`config.mk`:
```
export PLATFORM = sky130hd
export DESIGN_NAME = parametric_burst_sequencer_flat
export DESIGN_NICKNAME = d
export VERILOG_FILES = /design/src/rtl/parametric_burst_sequencer_if.sv /design/src/rtl/parametric_burst_sequencer.sv /design/src/flat_wrapper.sv
export SDC_FILE = /design/constraint.sdc
export NUM_CORES = 1
export LEC_CHECK = 0
export BUFFER_PORTS_ARGS = -buffer_cell sky130_fd_sc_hd__clkbuf_2
export CORE_ASPECT_RATIO = 2
export CORE_MARGIN = 5
export CORE_UTILIZATION = 42
export CTS_CLUSTER_SIZE = 28
export DETAILED_ROUTE_END_ITERATION = 8
export PLACE_DENSITY = 0.83
export SLEW_MARGIN = 20
export SYNTH_ARGS = -nofsm -noshare
export SYNTH_HDL_FRONTEND = slang
export SYNTH_SLANG_ARGS = --single-unit
```
`constraint.sdc`:
```
create_clock -name clock_in -period 2.1 [get_ports clock_in]
set_input_delay 0.42 -clock clock_in [delete_from_list [all_inputs] [get_ports clock_in]]
set_output_delay 0.42 -clock clock_in [all_outputs]
set_load 0.01 [all_outputs]
```
`src/rtl/parametric_burst_sequencer_if.sv`:
```
// Bus between the instruction decoder and the burst sequencer: command handshake,
// register-file write port, tensor core result read port and compute strobes.
interface parametric_burst_sequencer_if #(
    parameter int DATA_WIDTH   = 8,
    parameter int MATRIX_DIM   = 3,
    parameter int NUM_MATRICES = 2,
    parameter int LANES        = 4,
    parameter int READ_LANES   = 2
);
    localparam int DIM2   = MATRIX_DIM * MATRIX_DIM;
    localparam int BASE_W = $clog2(NUM_MATRICES * DIM2) + 1;

    logic                             cmd_valid_in;
    logic [1:0]                       cmd_select_in;
    logic                             cmd_ready_out;

    logic [LANES*DATA_WIDTH-1:0]      write_data_in;
    logic                             write_enable_out;
    logic [LANES*DATA_WIDTH-1:0]      write_data_out;
    logic [BASE_W-1:0]                write_element_base_out;
    logic [LANES-1:0]                 write_lane_mask_out;

    logic [DIM2*DATA_WIDTH-1:0]       result_data_in;
    logic                             read_valid_out;
    logic [READ_LANES*DATA_WIDTH-1:0] read_data_out;
    logic [READ_LANES-1:0]            read_lane_mask_out;

    logic                             compute_start_out;
    logic                             result_commit_out;
    logic                             busy_out;

    // Decoder / tensor core side
    modport master (
        output cmd_valid_in, cmd_select_in, write_data_in, result_data_in,
        input  cmd_ready_out, write_enable_out, write_data_out, write_element_base_out,
               write_lane_mask_out, read_valid_out, read_data_out, read_lane_mask_out,
               compute_start_out, result_commit_out, busy_out
    );

    // Sequencer side
    modport slave (
        input  cmd_valid_in, cmd_select_in, write_data_in, result_data_in,
        output cmd_ready_out, write_enable_out, write_data_out, write_element_base_out,
               write_lane_mask_out, read_valid_out, read_data_out, read_lane_mask_out,
               compute_start_out, result_commit_out, busy_out
    );
endinterface

```
`src/rtl/parametric_burst_sequencer.sv`:
```
// Burst and compute sequencer for the tensor core: streams operand matrices into the
// register file, streams the result matrix out, and times compute with a fixed latency.
module parametric_burst_sequencer #(
    parameter int DATA_WIDTH      = 8,
    parameter int MATRIX_DIM      = 3,
    parameter int NUM_MATRICES    = 2,
    parameter int LANES           = 4,
    parameter int READ_LANES      = 2,
    parameter int COMPUTE_LATENCY = 5
) (
    input  logic                        clock_in,
    input  logic                        reset_in,
    input  logic                        soft_reset_in,
    parametric_burst_sequencer_if.slave bus
);
    localparam int DIM2        = MATRIX_DIM * MATRIX_DIM;
    localparam int WRITE_ELEMS = NUM_MATRICES * DIM2;
    localparam int WRITE_BEATS = (WRITE_ELEMS + LANES - 1) / LANES;
    localparam int READ_BEATS  = (DIM2 + READ_LANES - 1) / READ_LANES;
    localparam int BASE_W      = $clog2(WRITE_ELEMS) + 1;
    localparam int RBASE_W     = $clog2(DIM2) + 1;
    localparam int WBEAT_W     = $clog2(WRITE_BEATS + 1);
    localparam int RBEAT_W     = $clog2(READ_BEATS + 1);
    localparam int TIMER_W     = $clog2(COMPUTE_LATENCY + 1);

    typedef enum logic [1:0] {IDLE, BURST, COMPUTE} state_t;

    state_t                     state;
    logic [WBEAT_W-1:0]         write_beat;
    logic [RBEAT_W-1:0]         read_beat;
    logic [TIMER_W-1:0]         timer;

    logic                       cmd_ready;
    logic                       write_enable;
    logic [BASE_W-1:0]          write_base;
    logic [LANES-1:0]           write_mask;
    logic                       read_valid;
    logic [RBASE_W-1:0]         read_base;
    logic [READ_LANES-1:0]      read_mask;
    logic                       compute_start;
    logic                       result_commit;
    logic                       busy;

    logic                       accept;
    logic                       soft_clear;
    logic                       wants_write;
    logic                       wants_read;
    logic                       write_more;
    logic                       read_more;
    logic [LANES*DATA_WIDTH-1:0]      write_data;
    logic [READ_LANES*DATA_WIDTH-1:0] read_data;

    function automatic logic [LANES-1:0] write_mask_for(input int base);
        logic [LANES-1:0] m;
        m = '0;
        for (int l = 0; l < LANES; l++) m[l] = (base + l) < WRITE_ELEMS;
        return m;
    endfunction

    function automatic logic [READ_LANES-1:0] read_mask_for(input int base);
        logic [READ_LANES-1:0] m;
        m = '0;
        for (int l = 0; l < READ_LANES; l++) m[l] = (base + l) < DIM2;
        return m;
    endfunction

    // The instruction bus carries write payload, so a decoded soft reset is only trusted
    // when no write beat is on the bus.
    assign accept      = bus.cmd_valid_in && cmd_ready;
    assign soft_clear  = soft_reset_in && !write_enable;
    assign wants_write = (bus.cmd_select_in == 2'b01) || (bus.cmd_select_in == 2'b10);
    assign wants_read  = (bus.cmd_select_in == 2'b00) || (bus.cmd_select_in == 2'b10);
    assign write_more  = write_enable && (write_beat != WBEAT_W'(WRITE_BEATS - 1));
    assign read_more   = read_valid && (read_beat != RBEAT_W'(READ_BEATS - 1));

    always_ff @(posedge clock_in or posedge reset_in) begin
        if (reset_in) begin
            state         <= IDLE;
            write_beat    <= '0;
            read_beat     <= '0;
            timer         <= '0;
            cmd_ready     <= 1'b1;
            write_enable  <= 1'b0;
            write_base    <= '0;
            write_mask    <= '0;
            read_valid    <= 1'b0;
            read_base     <= '0;
            read_mask     <= '0;
            compute_start <= 1'b0;
            result_commit <= 1'b0;
            busy          <= 1'b0;
        end else if (soft_clear) begin
            state         <= IDLE;
            write_beat    <= '0;
            read_beat     <= '0;
            timer         <= '0;
            cmd_ready     <= 1'b1;
            write_enable  <= 1'b0;
            write_base    <= '0;
            write_mask    <= '0;
            read_valid    <= 1'b0;
            read_base     <= '0;
            read_mask     <= '0;
            compute_start <= 1'b0;
            result_commit <= 1'b0;
            busy          <= 1'b0;
        end else begin
            compute_start <= 1'b0;
            result_commit <= 1'b0;
            // Commands are only accepted in IDLE or the commit cycle, so both share this path.
            if (accept) begin
                busy      <= 1'b1;
                cmd_ready <= 1'b0;
                if (bus.cmd_select_in == 2'b11) begin
                    state         <= COMPUTE;
                    compute_start <= 1'b1;
                    timer         <= TIMER_W'(1);
                end else begin
                    state <= BURST;
                    timer <= '0;
                    if (wants_write) begin
                        write_enable <= 1'b1;
                        write_beat   <= '0;
                        write_base   <= '0;
                        write_mask   <= write_mask_for(0);
                    end
                    if (wants_read) begin
                        read_valid <= 1'b1;
                        read_beat  <= '0;
                        read_base  <= '0;
                        read_mask  <= read_mask_for(0);
                    end
                end
            end else begin
                case (state)
                    IDLE: begin
                        cmd_ready <= 1'b1;
                    end
                    BURST: begin
                        if (write_more) begin
                            write_beat <= write_beat + 1'b1;
                            write_base <= BASE_W'(int'(write_base) + LANES);
                            write_mask <= write_mask_for(int'(write_base) + LANES);
                        end else begin
                            write_enable <= 1'b0;
                            write_beat   <= '0;
                            write_base   <= '0;
                            write_mask   <= '0;
                        end
                        if (read_more) begin
                            read_beat <= read_beat + 1'b1;
                            read_base <= RBASE_W'(int'(read_base) + READ_LANES);
                            read_mask <= read_mask_for(int'(read_base) + READ_LANES);
                        end else begin
                            read_valid <= 1'b0;
                            read_beat  <= '0;
                            read_base  <= '0;
                            read_mask  <= '0;
                        end
                        if (!write_more && !read_more) begin
                            state     <= IDLE;
                            busy      <= 1'b0;
                            cmd_ready <= 1'b1;
                        end
                    end
                    COMPUTE: begin
                        // timer holds the number of cycles since acceptance
                        if (result_commit) begin
                            state <= IDLE;
                            busy  <= 1'b0;
                            timer <= '0;
                        end else begin
                            timer <= timer + 1'b1;
                            if (timer == TIMER_W'(COMPUTE_LATENCY - 1)) begin
                                result_commit <= 1'b1;
                                cmd_ready     <= 1'b1;
                            end
                        end
                    end
                    default: begin
                        state <= IDLE;
                    end
                endcase
            end
        end
    end

    always_comb begin
        write_data = '0;
        for (int l = 0; l < LANES; l++) begin
            if (write_mask[l]) write_data[l*DATA_WIDTH +: DATA_WIDTH] = bus.write_data_in[l*DATA_WIDTH +: DATA_WIDTH];
        end
    end

    // Masked lanes never index past the result matrix, so only valid lanes are selected.
    always_comb begin
        read_data = '0;
        for (int l = 0; l < READ_LANES; l++) begin
            if (read_mask[l]) begin
                read_data[l*DATA_WIDTH +: DATA_WIDTH] =
                    bus.result_data_in[(int'(read_base) + l)*DATA_WIDTH +: DATA_WIDTH];
            end
        end
    end

    assign bus.cmd_ready_out          = cmd_ready;
    assign bus.write_enable_out       = write_enable;
    assign bus.write_data_out         = write_data;
    assign bus.write_element_base_out = write_base;
    assign bus.write_lane_mask_out    = write_mask;
    assign bus.read_valid_out         = read_valid;
    assign bus.read_data_out          = read_data;
    assign bus.read_lane_mask_out     = read_mask;
    assign bus.compute_start_out      = compute_start;
    assign bus.result_commit_out      = result_commit;
    assign bus.busy_out               = busy;
endmodule
```
`src/flat_wrapper.sv`:
```
// flat-port wrapper written by rule: the top's interface ports become plain ports
module parametric_burst_sequencer_flat 
#(
    parameter int DATA_WIDTH      = 8,
    parameter int MATRIX_DIM      = 3,
    parameter int NUM_MATRICES    = 2,
    parameter int LANES           = 4,
    parameter int READ_LANES      = 2,
    parameter int COMPUTE_LATENCY = 5
)
  (clock_in, reset_in, soft_reset_in, bus_cmd_valid_in, bus_cmd_select_in, bus_write_data_in, bus_result_data_in, bus_cmd_ready_out, bus_write_enable_out, bus_write_data_out, bus_write_element_base_out, bus_write_lane_mask_out, bus_read_valid_out, bus_read_data_out, bus_read_lane_mask_out, bus_compute_start_out, bus_result_commit_out, bus_busy_out);
  parametric_burst_sequencer_if #(.DATA_WIDTH(DATA_WIDTH), .MATRIX_DIM(MATRIX_DIM), .NUM_MATRICES(NUM_MATRICES), .LANES(LANES), .READ_LANES(READ_LANES)) bus_i ();
  input  logic clock_in;
  input  logic reset_in;
  input  logic soft_reset_in;
  input wire logic [$bits(bus_i.cmd_valid_in)-1:0] bus_cmd_valid_in;
  input wire logic [$bits(bus_i.cmd_select_in)-1:0] bus_cmd_select_in;
  input wire logic [$bits(bus_i.write_data_in)-1:0] bus_write_data_in;
  input wire logic [$bits(bus_i.result_data_in)-1:0] bus_result_data_in;
  output wire logic [$bits(bus_i.cmd_ready_out)-1:0] bus_cmd_ready_out;
  output wire logic [$bits(bus_i.write_enable_out)-1:0] bus_write_enable_out;
  output wire logic [$bits(bus_i.write_data_out)-1:0] bus_write_data_out;
  output wire logic [$bits(bus_i.write_element_base_out)-1:0] bus_write_element_base_out;
  output wire logic [$bits(bus_i.write_lane_mask_out)-1:0] bus_write_lane_mask_out;
  output wire logic [$bits(bus_i.read_valid_out)-1:0] bus_read_valid_out;
  output wire logic [$bits(bus_i.read_data_out)-1:0] bus_read_data_out;
  output wire logic [$bits(bus_i.read_lane_mask_out)-1:0] bus_read_lane_mask_out;
  output wire logic [$bits(bus_i.compute_start_out)-1:0] bus_compute_start_out;
  output wire logic [$bits(bus_i.result_commit_out)-1:0] bus_result_commit_out;
  output wire logic [$bits(bus_i.busy_out)-1:0] bus_busy_out;
  assign bus_i.cmd_valid_in = bus_cmd_valid_in;
  assign bus_i.cmd_select_in = bus_cmd_select_in;
  assign bus_i.write_data_in = bus_write_data_in;
  assign bus_i.result_data_in = bus_result_data_in;
  assign bus_cmd_ready_out = bus_i.cmd_ready_out;
  assign bus_write_enable_out = bus_i.write_enable_out;
  assign bus_write_data_out = bus_i.write_data_out;
  assign bus_write_element_base_out = bus_i.write_element_base_out;
  assign bus_write_lane_mask_out = bus_i.write_lane_mask_out;
  assign bus_read_valid_out = bus_i.read_valid_out;
  assign bus_read_data_out = bus_i.read_data_out;
  assign bus_read_lane_mask_out = bus_i.read_lane_mask_out;
  assign bus_compute_start_out = bus_i.compute_start_out;
  assign bus_result_commit_out = bus_i.result_commit_out;
  assign bus_busy_out = bus_i.busy_out;
  parametric_burst_sequencer #(.DATA_WIDTH(DATA_WIDTH), .MATRIX_DIM(MATRIX_DIM), .NUM_MATRICES(NUM_MATRICES), .LANES(LANES), .READ_LANES(READ_LANES), .COMPUTE_LATENCY(COMPUTE_LATENCY)) u_core (.clock_in(clock_in), .reset_in(reset_in), .soft_reset_in(soft_reset_in), .bus(bus_i));
endmodule
```
==> results of run 1 <==
-- power groups by stage --
stage / clock (mW) / combinational, mW / sequential, mW
after floorplan: 0 / 0.963 / 0.924
after global placement: 0 / 1.61 / 0.911
after detailed placement: 0 / 1.63 / 0.925
after CTS: 0.685 / 1.66 / 0.916
after global routing: 0.714 / 1.86 / 0.954
final: 0.674 / 1.69 / 0.916
-- cells in the mapped netlist (4+ instances only) --
library cell  count  share of area [%]
nand2b_1          7                1.7
nor2_1           28                4.2
inv_1            18                2.7
nand2_1          12                1.8
ha_1             16                8.0
and2_1           34                8.4
nor3b_1           4                1.2
nor2b_1          11                2.7
buf_4             4                1.2
mux4_2           16                 14
a22oi_1           9                2.7
a21o_1            5                1.5
a21oi_1           8                1.6
o21ai_0          12                2.4
dfrtp_1          30                 30
buf_2             6                1.2
-- final timing paths --
check	start	slack, ns	cells after the start	endpoint
max	u_core.read_base[1]	-0.03	5	bus_read_data_out[0]
min	reset_in	0.20	3	u_core.bus.write_lane_mask_out[3]
max reg2reg	u_core.read_base[1]	0.10	8	u_core.bus.read_lane_mask_out[0]
min reg2reg	u_core.write_beat[2]	0.51	1	u_core.write_beat[2]
max in group asynchronous	reset_in	1.58	3	u_core.bus.cmd_ready_out
min in group clock_in	u_core.write_beat[2]	0.51	1	u_core.write_beat[2]
-- layout by cell type, fill, tap and decap left out, drive strengths merged, types with 3 or more instances in the layout --
cell,count
nand2,13
dfrtp,30
o21bai,3
a21oi,8
a21o,5
buf,13
nor3,3
o21ai,13
mux2i,3
nand2b,7
mux4,16
o2bb2ai,3
nor2,28
inv,18
clkbuf,179
nor3b,4
clkinv,4
a22oi,9
nand3,3
ha,16
nor2b,11
and3,3
and2,34
-- flip-flops by register name (all words and copies together), names as in the netlist, 2 cells and up --
name and cells:
u_core.bus.read_lane_mask_out 2, u_core.bus.write_element_base_out 4, u_core.bus.write_lane_mask_out 4, u_core.read_base 4, u_core.read_beat 3, u_core.state 2, u_core.timer 3, u_core.write_beat 3
-- cell type report --
| cell class | instances | share of cell area, % |
|---|---|---|
| clock buffers | 5 | 3.34 |
| well taps | 63 | 2.10 |
| clock inverters | 3 | 0.400 |
| repair buffers | 187 | 27.9 |
| flip-flops and latches | 31 | 20.8 |
| inverters | 19 | 1.90 |
| multi-input cells | 203 | 43.6 |
-- per-layer routing --
layer / part of all wire (%) / global-route usage, % / vias up
li1: - / - / 1290
met3: 9.7 / 5.34 / 28
met5: 0 / 0 / -
met1: 35 / 22.3 / 1231
met4: 3.2 / 5.70 / 0
met2: 52 / 35.8 / 147
-- critical path, stage by stage (launching register included) --
cell and delay [ns]:
dfrtp_2 0.42, clkbuf_16 0.16, mux4_2 0.50, a22oi_2 0.15
nor2_1 0.07, clkbuf_2 0.14
-- cells by family (layout without fill, tap and decap cells) --
group | after synthesis | after routing | share of synthesized area (%)
buf+inv | 32 | 214 | 5.96
other cells | 1 | 2 | 0.149
flops | 31 | 31 | 30.9
fa+ha+maj | 16 | 16 | 7.95
simple gates | 111 | 111 | 24.1
compound gates | 54 | 54 | 15.0
mux | 20 | 20 | 16.0
-- timing repair --
item,CTS,global route
buffers inserted,1,3
hold buffers,0,0
cloned,0,2
pin swaps,0,4
hold endpoints to repair,0,0
resized for setup,2,10
endpoints found under the setup margin,8,14
-- per-stage QoR --
step	instance area, µm²	power [mW]	util, %
floorplan	2520	1.89	-
global placement	3470	2.52	58.8
detailed placement	3470	2.56	58.8
CTS	3630	3.26	61.5
global route	3750	3.53	63.5
finish	3750	3.28	63.5
==> impl_metrics.csv, run 1 <==
group,metric,value,unit
route,via_count,2696,
timing,finalCritPeriodShare,102,%
floorplan,core-area,5910,µm²
synthesis,synth-seq-cells,31,
clocking,cts_root_buffer,"clkbuf_16",
synthesis,netlist_area,2520,µm²
clocking,clk_pin_slew,0.05,ns
global_routing,grt_usage,19.9,%
global_routing,grt_pass1_vias,2599,
route,postRouteWirelength,8.36,mm
synthesis,seq_area_frac_synth,30.9,%
clocking,cts_max_path_buffers,2,
power_and_ir_drop,power_frac_comb,51.5,%
power_and_ir_drop,ir_worst_vdd,0.667,mV
clocking,clk_latency,0.27,ns
place,place_congestion,0.826,
route,ant_nets,0,
min_path,hp-class,"in -> async",
finish,num_antenna_cells,0,
place,pre_cts_slack,0.232,ns
route,drt_iter0_markers,119,
synthesis,synth_edf_count,0,
power_and_ir_drop,p_switching,1.32,mW
power_and_ir_drop,netSwitchingFraction,40.2,%
timing,setup_ws,-0.0350,ns
run,maxCapViolCount,0,
place,place_inst,497,
place,dp_hpwl,6.57,mm
global_routing,grt_pass1_wl,12.4,mm
timing,slew_violations,0,
synthesis,synth_warnings,0,
floorplan,num_rows,40,
power_and_ir_drop,p_per_area,874,nW/µm²
route,dr.pass1.iters,4,
clocking,cts_buffers,5,
finish,synthToLayoutAreaGrowth,49.0,%
finish,multiInputGateArea,1630,µm²
synthesis,synth_top_flop_cell,"dfrtp_1",
global_routing,grt_max_degree,32,
floorplan,ios,176,
timing,fmax,0.468,GHz
run_status,violations,"setup timing",
finish,seqCellArea,779,µm²
place,io_buffer_count,173,
run_status,status,"finished, violations left",
synthesis,ys_types,46,
finish,fill_cells,485,
timing,setup_viol,7,
worst_setup_path,worstSetupEndpointType,"output port",
timing,holdWs,0.200,ns
power_and_ir_drop,leakagePower,2.01,nW
synthesis,synth_area_per_cell,9.50,µm²
route,drcViolationCount,0,
finish,num-nets-final,573,
power_and_ir_drop,intPower,1.96,mW
route,avgViaCountPerCell,5.28,
floorplan,die-area,7740,µm²
worst_setup_path,start_kind,"flop",
timing,hold_viol,0,
clocking,cts_tree,"done",
clocking,cts.sink_count,31,
power_and_ir_drop,clock_power_share,20.6,%
route,wl_per_cell,16.4,µm
worst_setup_path,crit_required,1.68,ns
clocking,htreeDepth,2,
power_and_ir_drop,seq_power_share,27.9,%
worst_setup_path,critPathArrivalTime,1.71,ns
finish,drive_gt1_share,50.9,%
worst_setup_path,critPathKind,"reg -> out",
timing,finalCriticalPeriod,2.13,ns
synthesis,async_reset_ff_share,100,%
floorplan,start_util,42.6,%
global_routing,antenna_found_initial,0,
synthesis,syn_inst,265,
floorplan,die_w,64.7,µm
worst_setup_path,worstPathMaxFanout,5,
floorplan,die_y,119,µm
timing,rsz0062_at_grt,"true",
timing,setup_tns,-0.128,ns
global_routing,overflow,0,
finish,fin_cells,511,
timing,finalClockSkew,0.00446,ns
No activity file was read; power rests on OpenSTA's default activity.
==> run 2, diff against run 1 <==
--- a/config.mk
+++ b/config.mk
@@ -5,13 +5,14 @@
 export SDC_FILE = /design/constraint.sdc
 export NUM_CORES = 1
 export LEC_CHECK = 0
+export ABC_AREA = 1
 export BUFFER_PORTS_ARGS = -buffer_cell sky130_fd_sc_hd__clkbuf_2
 export CORE_ASPECT_RATIO = 2
 export CORE_MARGIN = 5
-export CORE_UTILIZATION = 42
+export CORE_UTILIZATION = 39
 export CTS_CLUSTER_SIZE = 28
 export DETAILED_ROUTE_END_ITERATION = 8
-export PLACE_DENSITY = 0.83
+export PLACE_DENSITY = 0.78
 export SLEW_MARGIN = 20
 export SYNTH_ARGS = -nofsm -noshare
 export SYNTH_HDL_FRONTEND = slang
==> constraint.sdc (replaced) <==
create_clock -name clock_in -period 1.9 [get_ports clock_in]
set_input_delay 0.38 -clock clock_in [delete_from_list [all_inputs] [get_ports clock_in]]
set_output_delay 0.38 -clock clock_in [all_outputs]
set_load 0.01 [all_outputs]
==> impl_metrics.csv, run 2 <==
group,metric,value,unit
finish,synthToLayoutAreaGrowth,44.4,%
synthesis,yosys-top-cells-area,"dfrtp_1, nand2_1, inv_1",
floorplan,start_util,39.8,%
synthesis,yosysTopAreaCell,"dfrtp_1",
clocking,cts_root_buffer,"clkbuf_16",
worst_setup_path,crit_path_top_delay_cell,"dfrtp_2",
timing,hold_viol,0,
timing,setup_ws,-0.0673,ns
clocking,cts_hold_buf,0,
route,wl_per_cell,13.4,µm
timing,finalCriticalPeriod,1.97,ns
timing,finalCritPeriodShare,104,%
clocking,htreeDepth,2,
synthesis,netlist_area,2760,µm²
timing,fmax,0.508,GHz
finish,final_common_cell,"clkbuf_2",
place,io_buffer_count,173,
floorplan,die_w,69.5,µm
route,drt_iter0_markers,181,
timing,holdWs,0.165,ns
finish,drive_gt1_share,38.5,%
place,dp_hpwl,7.44,mm
place,place_congestion,0.937,
synthesis,synth_area_per_cell,6.32,µm²
route,ant_nets,0,
worst_setup_path,critPathMaxStageDelay,0.46,ns
global_routing,grt_max_degree,37,
floorplan,ios,176,
floorplan,die_y,129,µm
floorplan,core-area,6940,µm²
finish,num-nets-final,735,
power_and_ir_drop,p_per_area,1070,nW/µm²
run_status,violations,"setup timing",
worst_setup_path,critPathKind,"reg -> out",
clocking,clk_latency,0.27,ns
synthesis,seq_area_frac_synth,28.1,%
synthesis,synth_warnings,0,
timing,setup_tns,-0.298,ns
clocking,cts_max_path_buffers,2,
synthesis,synth_top_flop_cell,"dfrtp_1",
clocking,cts_buffers,5,
worst_setup_path,start_kind,"flop",
floorplan,die-area,8970,µm²
route,postRouteWirelength,9.39,mm
power_and_ir_drop,ir_worst_vdd,0.646,mV
route,via_count,3377,
finish,design_area,3990,µm²
synthesis,synth_most_common_cell,"nand2_1",
finish,final_cell_mix,"clkbuf_2, nand2_1, inv_1",
clocking,cts.sink_count,31,
route,avgViaCountPerCell,4.82,
synthesis,yosysTopAreaCellShare,27.2,%
global_routing,grt_usage,19.6,%
worst_setup_path,worstSetupEndpointType,"output port",
synthesis,async_reset_ff_share,100,%
synthesis,ys_types,34,
synthesis,syn_inst,437,
global_routing,overflow,0,
worst_setup_path,critPathArrivalTime,1.59,ns
timing,setup_viol,9,
min_path,hp-class,"in -> async",
worst_setup_path,worstPathMaxFanout,8,
global_routing,antenna_found_initial,0,
route,dr.pass1.iters,4,
clocking,clk_pin_slew,0.05,ns
synthesis,synthTopCellsByCount,"nand2_1, inv_1, nor2_1, o21ai_0, dfrtp_1",
timing,slew_violations,0,
clocking,cts_tree,"done",
synthesis,synth-seq-cells,31,
finish,final_util,57.5,%
floorplan,num_rows,43,
route,drcViolationCount,0,
power_and_ir_drop,leakagePower,2.48,nW
run,maxCapViolCount,0,
finish,num_antenna_cells,0,
timing,finalClockSkew,0.00333,ns
place,pre_cts_slack,0.123,ns
timing,rsz0062_at_grt,"true",
worst_setup_path,crit_required,1.52,ns
worst_setup_path,cp_cell_sequence,"buf_4 > nor2_4 > nand2_1 > a21oi_2 > o21ai_1 > inv_1 > clkbuf_2",
run_status,status,"finished, violations left",
place,placed_area,3680,µm²
global_routing,grt_pass1_wl,14.7,mm
global_routing,grt_pass1_vias,3299,
synthesis,synth_edf_count,0,
-- run 2: cell families after synthesis --
family | Yosys count | share of synthesized area (%)
AO/OA/AOI/OAI | 91 | 18.0
XOR/XNOR | 5 | 1.58
buffers and inverters | 94 | 14.4
flip-flops | 31 | 28.1
adder cells (fa/ha/maj) | 16 | 7.24
other | 1 | 0.136
AND/OR/NAND/NOR | 199 | 30.5
-- run 2: critical path: cells and delay by family (launching register included) --
family          cells  cell delay (ns)
buf+inv             3             0.34
flops               1             0.46
simple gates        2             0.28
compound gates      2             0.21
-- run 2: power breakdown --
| group | leakage (nW) | switching (mW) | internal [mW] | total, mW |
|---|---|---|---|---|
| combinational | 1.99 | 1.47 | 0.921 | 2.40 |
| sequential | 0.409 | 0.219 | 0.835 | 1.05 |
| clock | 0.0772 | 0.274 | 0.557 | 0.830 |
| total | 2.48 | 1.97 | 2.31 | 4.28 |
-- run 2: stage by stage --
step	instances	total power, mW
global placement	686	3.22
finish	700	4.28
CTS	695	4.15
global route	700	4.63
detailed placement	686	3.29
floorplan	438	2.53
-- run 2: timing repair --
action                     CTS  global route
setup endpoints to repair   16            16
pin swaps                    1             9
resized for setup            6            41
cloned                       1             2
setup buffers                0             3
-- run 2: layer usage --
layer	routed length, µm	vias up	track usage [%]
met2	5230	140	37.8
met4	221	0	8.06
li1	-	1704	-
met3	686	18	4.50
met1	3260	1515	19.9
met5	0	-	0
-- run 2: path summary, 6_finish.rpt --
path	cells past startpoint	start	slack (ns)	end
setup / recovery	7	u_core.read_base[2]	-0.07	bus_read_data_out[0]
hold / removal	3	reset_in	0.16	u_core.bus.write_element_base_out[5]
setup reg to reg	9	u_core.read_base[1]	0.21	u_core.bus.read_lane_mask_out[1]
hold reg to reg	2	u_core.bus.busy_out	0.49	u_core.bus.busy_out
max in group asynchronous	3	reset_in	1.40	u_core.bus.cmd_ready_out
min in group clock_in	2	u_core.bus.busy_out	0.49	u_core.bus.busy_out
-- run 2: layout make-up --
class	instances	area (µm²)
Timing Repair Buffer	183	986
Sequential cell	31	779
Clock buffer	8	156
Timing Repair inverter	1	7.51
Fill cell	659	2950
Tap cell	90	113
Multi-Input combinational cell	313	1660
Inverter	74	288
==> run 3, diff against run 2 <==
--- a/config.mk
+++ b/config.mk
@@ -9,10 +9,10 @@
 export BUFFER_PORTS_ARGS = -buffer_cell sky130_fd_sc_hd__clkbuf_2
 export CORE_ASPECT_RATIO = 2
 export CORE_MARGIN = 5
-export CORE_UTILIZATION = 39
+export CORE_UTILIZATION = 47
 export CTS_CLUSTER_SIZE = 28
 export DETAILED_ROUTE_END_ITERATION = 8
-export PLACE_DENSITY = 0.78
+export PLACE_DENSITY = 0.88
 export SLEW_MARGIN = 20
 export SYNTH_ARGS = -nofsm -noshare
 export SYNTH_HDL_FRONTEND = slang
==> constraint.sdc (replaced) <==
create_clock -name clock_in -period 2.4 [get_ports clock_in]
set_input_delay 0.48 -clock clock_in [delete_from_list [all_inputs] [get_ports clock_in]]
set_output_delay 0.48 -clock clock_in [all_outputs]
set_load 0.01 [all_outputs]
==> impl_metrics.csv, run 3 (synthesis results as in run 2) <==
group,metric,value,unit
clocking,cts_buffers,5,
clocking,clk_latency,0.27,ns
worst_setup_path,critPathKind,"reg -> out",
route,drcViolationCount,0,
route,met2WireLength,4.81,mm
route,via_count,3369,
timing,finalClockSkew,0.00400,ns
route,top_layer_used,"met4",
worst_setup_path,r2r_start,"u_core.read_beat[0]",
worst_setup_path,rr_worst_depth,9,
worst_setup_path,reg2reg_slack,0.73,ns
run_status,status,"finished clean",
clocking,htreeDepth,2,
clocking,post_cts_buffers,0,
worst_setup_path,worstPathMaxFanout,16,
worst_setup_path,worstSetupEndpointType,"output port",
place,dp_hpwl,7.15,mm
power_and_ir_drop,p_per_area,871,nW/µm²
clocking,cts_root_buffer,"clkbuf_16",
global_routing,grt_pass1_vias,3290,
finish,synthToLayoutAreaGrowth,37.6,%
run,maxCapViolCount,0,
global_routing,overflow,0,
worst_setup_path,crit_required,1.92,ns
worst_setup_path,r2r_end,"u_core.read_base[4]",
timing,setup_tns,0,ns
finish,final_common_cell,"clkbuf_2",
power_and_ir_drop,ir_worst_vdd,0.669,mV
route,wl_met3,654,µm
place,placed_area,3620,µm²
timing,rsz0062_at_grt,"false",
finish,num-nets-final,728,
finish,fin_cells,664,
clocking,cts_tree,"done",
route,dr.pass1.iters,5,
timing,setup_viol,0,
route,ant_nets,0,
place,place_congestion,0.868,
finish,num_antenna_cells,0,
route,wl_per_cell,13.4,µm
timing,setup_ws,0.147,ns
clocking,clk_pin_slew,0.05,ns
place,pre_cts_slack,0.368,ns
min_path,hp-class,"in -> async",
route,drt_iter0_markers,253,
finish,final_util,66.6,%
finish,design_area,3800,µm²
route,avgViaCountPerCell,5.07,
finish,final_cell_mix,"clkbuf_2, nand2_1, inv_1",
floorplan,start_util,48.4,%
place,io_buffer_count,173,
timing,fmax,0.444,GHz
floorplan,die_y,118,µm
timing,finalCritPeriodShare,93.9,%
clocking,cts_max_path_buffers,2,
timing,slew_violations,0,
route,wl_met1,3.19,mm
finish,drive_gt1_share,35.0,%
worst_setup_path,crit_start,"u_core.read_base[2]",
floorplan,num_rows,39,
worst_setup_path,cp-endpoint,"bus_read_data_out[1]",
worst_setup_path,start_kind,"flop",
timing,hold_viol,0,
power_and_ir_drop,finalPower,3.31,mW
global_routing,grt_pass1_wl,14.5,mm
route,postRouteWirelength,8.91,mm
timing,holdWs,0.255,ns
timing,finalCriticalPeriod,2.25,ns
global_routing,grt_max_degree,36,
floorplan,die-area,7610,µm²
clocking,cts.sink_count,31,
power_and_ir_drop,leakagePower,2.43,nW
worst_setup_path,critPathArrivalTime,1.77,ns
floorplan,ios,176,
floorplan,die_w,64.2,µm
global_routing,antenna_found_initial,0,
place,place_inst,656,
floorplan,core-area,5710,µm²
global_routing,grt_usage,22.7,%
run 3: worst min path at each step:
stage / end / slack, ns / start / depth (start not counted)
floorplan: u_core.state[1] / 0.47 / u_core.state[1] / 2
global placement: u_core.bus.busy_out / 0.47 / u_core.bus.busy_out / 2
detailed placement: u_core.bus.busy_out / 0.47 / u_core.bus.busy_out / 2
CTS: u_core.bus.write_element_base_out[3] / 0.27 / reset_in / 3
global route: u_core.bus.write_element_base_out[4] / 0.29 / reset_in / 3
finish: u_core.bus.write_element_base_out[3] / 0.25 / reset_in / 3
run 3: worst max-delay path, stage by stage (launching register included):
cell	delay, ns
dfrtp_1	0.47
buf_4	0.23
nor2_2	0.26
nand2_1	0.08
a21oi_1	0.16
o21ai_0	0.11
inv_1	0.06
clkbuf_2	0.12
run 3: area by class of cell:
cell class | instances | area, µm²
Fill cell | 493 | 1910
Inverter | 74 | 288
Sequential cell | 31 | 778
Multi-Input combinational cell | 313 | 1590
Timing Repair Buffer | 177 | 896
Clock buffer | 6 | 139
Tap cell | 61 | 76.3
Clock inverter | 2 | 35.0
run 3: timing repair:
item / CTS / global route
hold buffers: 0 / 0
endpoints found under the setup margin: 0 / 13
resized for setup: 0 / 4
run 3: routing by layer:
layer	GRT usage (%)	vias up
li1	-	1694
met1	25.2	1519
met2	41.4	136
met3	3.61	20
met4	9.30	0
met5	0	-
run 3: report_power, final:
group | switching [mW] | internal, mW | total (mW) | leakage [nW]
sequential | 0.192 | 0.660 | 0.852 | 0.411
combinational | 1.11 | 0.628 | 1.73 | 1.93
clock | 0.212 | 0.515 | 0.727 | 0.0868
total | 1.51 | 1.80 | 3.31 | 2.43
